### src/rtl/reg_mux_n.sv
// Registered NCH:1 selector of WIDTH-bit channels with latched select, clear and range check.
// Latency: dout updates 1 cycle after en; no backpressure, every en cycle loads unconditionally.
module reg_mux_n #(
    parameter int WIDTH = 5,
    parameter int NCH   = 4,
    parameter int SELW  = 2
) (
    input  logic                 clk,
    input  logic                 rst_n,
    input  logic [NCH*WIDTH-1:0] in_bus,
    input  logic [SELW-1:0]      sel,
    input  logic                 sel_ld,
    input  logic                 en,
    input  logic                 clr,
    output logic [WIDTH-1:0]     dout,
    output logic                 dout_valid,
    output logic [SELW-1:0]      sel_q,
    output logic                 sel_err
);

    logic [SELW-1:0]  sel_lat_q, sel_lat_d;
    logic [WIDTH-1:0] dout_q, dout_d;
    logic             valid_q, valid_d;
    logic             err_q, err_d;

    logic             sel_ok;
    logic [SELW-1:0]  sel_eff;
    logic [WIDTH-1:0] chan_sel;

    always_comb begin
        sel_ok  = (32'(sel) < NCH);
        // A legal select loaded this cycle is forwarded so sel_ld+en needs no extra cycle.
        sel_eff = (sel_ld && sel_ok) ? sel : sel_lat_q;

        chan_sel = '0;
        for (int k = 0; k < NCH; k++) begin
            if (sel_eff == SELW'(k)) begin
                chan_sel = in_bus[k*WIDTH +: WIDTH];
            end
        end

        sel_lat_d = sel_lat_q;
        if (sel_ld && sel_ok) begin
            sel_lat_d = sel;
        end
        err_d = sel_ld && !sel_ok;

        dout_d  = dout_q;
        valid_d = valid_q;
        if (clr) begin
            dout_d  = '0;
            valid_d = 1'b0;
        end else if (en) begin
            dout_d  = chan_sel;
            valid_d = 1'b1;
        end
    end

    always_ff @(posedge clk) begin
        if (!rst_n) begin
            sel_lat_q <= '0;
            dout_q    <= '0;
            valid_q   <= 1'b0;
            err_q     <= 1'b0;
        end else begin
            sel_lat_q <= sel_lat_d;
            dout_q    <= dout_d;
            valid_q   <= valid_d;
            err_q     <= err_d;
        end
    end

    assign dout       = dout_q;
    assign dout_valid = valid_q;
    assign sel_q      = sel_lat_q;
    assign sel_err    = err_q;

endmodule
### config.mk
export PLATFORM = sky130hd
export DESIGN_NAME = reg_mux_n
export DESIGN_NICKNAME = d
export VERILOG_FILES = /design/src/rtl/reg_mux_n.sv
export SDC_FILE = /design/constraint.sdc
export NUM_CORES = 1
export LEC_CHECK = 0
export CORE_MARGIN = 3
export CORE_UTILIZATION = 34
export CTS_CLUSTER_SIZE = 16
export DETAILED_ROUTE_END_ITERATION = 10
export PLACE_DENSITY = 0.93
export SLEW_MARGIN = 20
export SYNTH_ARGS = -nofsm -noshare
export SYNTH_HDL_FRONTEND = slang
export SYNTH_SLANG_ARGS = --single-unit
### constraint.sdc
create_clock -name clk -period 2.15 [get_ports clk]
set_clock_uncertainty 0.15 [all_clocks]
set_input_delay 0.5375 -clock clk [delete_from_list [all_inputs] [get_ports clk]]
set_output_delay 0.5375 -clock clk [all_outputs]
set_load 0.03 [all_outputs]
==> run summary <==
Starting Density: 39.1%
worst setup path category: reg -> out
Final Hold Violating Endpoints: 0
post-CTS sizing: 0
crit end category: primary output
Synth Register Bits: 8
layout cell share with drive strength beyond 1: 8.70%
Port Buffer Count: 34
core area: 1190 um^2
global-route wire length before repair: 2.49 mm
PwrDens: 482 nW/um^2
DR iter-0 viols: 11
vias per inst: 5.34
DRC: 0
Via Count: 566
reported leakage power: 0.370 nW
Hold WS: 0.328 ns
Setup Fix Bufs, Post-CTS: 0
status: finished, final reports clean
Reg power frac: 39.1%
largest net degree at the start of global routing: 7
Post-Syn Area per Cell: 8.60 um^2
unrepaired setup endpoints after global routing: no
internal power: 298 uW
worst path arrival time: 1.39 ns
crit path time final: 2.08 ns
Final nets: 121
Synth Instances: 54
period utilisation layout: 96.8%
Max IR drop VDD: 0.392 mV
ranking of synthesized cells by area: dfxtp_1 35%, mux2i_1 11%, a22o_1 9.4%
Hold-fix buffers, CTS: 0
Mapped Area: 464 um^2
PnR Total Power: 413 uW
WP buf/inv: 1
CTS tree: yes
reg2reg setup slack: 0.68 ns
clock share of power: 28.3%
Hold Crit Class: reg -> reg
initial antenna violation count: 0
Total Wirelength: 1.64 mm
max-slew violation count: 0
Distinct cells, synth: 18
total grt overflow: 0
TNS Setup: 0 ns
CP top delay family: buffers and inverters
Skew-Pair Late Insertion Delay: 0.26 ns
fillers: 91
Die Area: 1840 um^2
Final HPWL DP: 1.25 mm
H-tree level count: 1
Clock Pin Slew Worst Setup and Hold Paths: 0.05 ns
Switch Pwr: 116 uW
type of origin of the critical path: flip-flop
Fmax: 0.481 GHz
CP required: 1.46 ns
antenna viol nets, final: 0
total track usage: 18.1%
TritonRoute pass-1 iters: 4
CTS Buffer Depth: 2
post-synth top area cell: dfxtp_1
CTS sink count: 8
root buffer cell: clkbuf_4
final setup violation count: 0
post-synthesis net count: 81
CP cell instances: clkdlybuf4s50_1
Slowest-stage cell, CP: clkdlybuf4s50_1
YS warnings: 0
io pins: 36
Avg WL per Cell: 15.5 um
critical path fanouts, max: 4
Die Span Y: 43.0 um
max_cap viols: 0
Area Growth Syn to Fin: 84.9%
Comb pwr share: 32.6%
Final Wtd Congestion: 0.796
ANT cells: 0
slowest stage delay, CP: 0.72 ns
vias in the first global route: 585
Chip Width: 43.0 um
Synth top area share: 34.5%
total CTS buffers: 3
Core Rows: 12
switching share of total power: 28.0%
Seq/Total Area, Yosys: 34.5%
-- kinds of logic (layout without fill, tap and decap cells) --
logic type / after synthesis / in the layout / share of synthesized area [%]
AOI/OAI and AO/OA: 16 / 16 / 24.3
muxes: 6 / 6 / 15.6
and+or+nand+nor: 17 / 17 / 19.1
other: 1 / 1 / 0.808
DFF: 8 / 8 / 34.5
buffers and inverters: 6 / 44 / 5.66
-- path summary, 6_finish.rpt --
path / depth (start not counted) / endpoint / from
worst max-delay path: 1 / sel_q[0] / sel_q[0]$_SDFF_PN0_
worst min-delay path: 2 / dout_valid$_SDFFE_PP0P_ / dout_valid$_SDFFE_PP0P_
worst max register to register: 4 / dout[0]$_SDFFE_PP0P_ / sel_q[0]$_SDFF_PN0_
worst min register to register: 2 / dout_valid$_SDFFE_PP0P_ / dout_valid$_SDFFE_PP0P_
-- cell usage after synthesis --
library cell and number:
nand3b_1 2, a21oi_1 5, mux2i_4 1, dfxtp_1 8, a22o_1 5, nand2_1 6, nand2b_1 2, nand3_1 1
buf_4 1, and2b_1 1, and2_4 1, nor2b_1 1, inv_1 5, o22ai_1 1, conb_1 1, mux2i_1 5
a211oi_1 5, nor2_1 3
-- per-stage QoR --
stage          utilization (%)  instance area (um^2)  instances  setup slack (ns)
5_1_grt                   72.4                   858        106            0.0277
3_3_place_gp              69.9                   830        103            -0.120
2_1_floorplan                -                   464         54             0.577
4_1_cts                   71.8                   852        106            0.0609
6_report                  72.4                   858        106            0.0697
3_5_place_dp              69.9                   830        103            -0.202
-- cell type report --
cell class | instances | area [um^2] | share of cell area (%)
clock buffer | 3 | 22.5 | 2.62
inverter | 5 | 18.8 | 2.19
multi-input combinational | 40 | 284 | 33.1
sequential | 8 | 160 | 18.7
tap | 14 | 17.5 | 2.04
timing repair buffer | 36 | 355 | 41.4
-- routing by layer --
metal	vias up	track usage (%)	wire (um)
met5	-	0	0
met4	0	8.43	28
met3	4	6.78	102
met2	27	30.5	877
met1	264	19.8	630
li1	271	-	-
-- registers in the layout, indices dropped and copies added (netlist names) --
signal	count
sel_q	2
dout_valid	1
dout	5
-- layout by cell type (no fill, tap or decap), types with 2 or more instances in the layout --
master,instances
clkdlybuf4s50_1,34
nand2_1,6
nor2_1,3
a22o_1,5
nand2b_1,2
inv_1,5
a21oi_1,5
dfxtp_1,8
nand3b_1,2
a211oi_1,5
mux2i_1,5
clkbuf_4,3
buf_4,2
-- power groups by stage --
stage          Sequential [mW]  Clock, mW  Combinational, mW
6_report                 0.162      0.117              0.135
5_1_grt                  0.162      0.126              0.143
4_1_cts                  0.161      0.120              0.133
3_5_place_dp             0.164          0              0.132
3_3_place_gp             0.164          0              0.129
2_1_floorplan            0.178          0             0.0425
No activity file was read; power rests on OpenSTA's default activity.
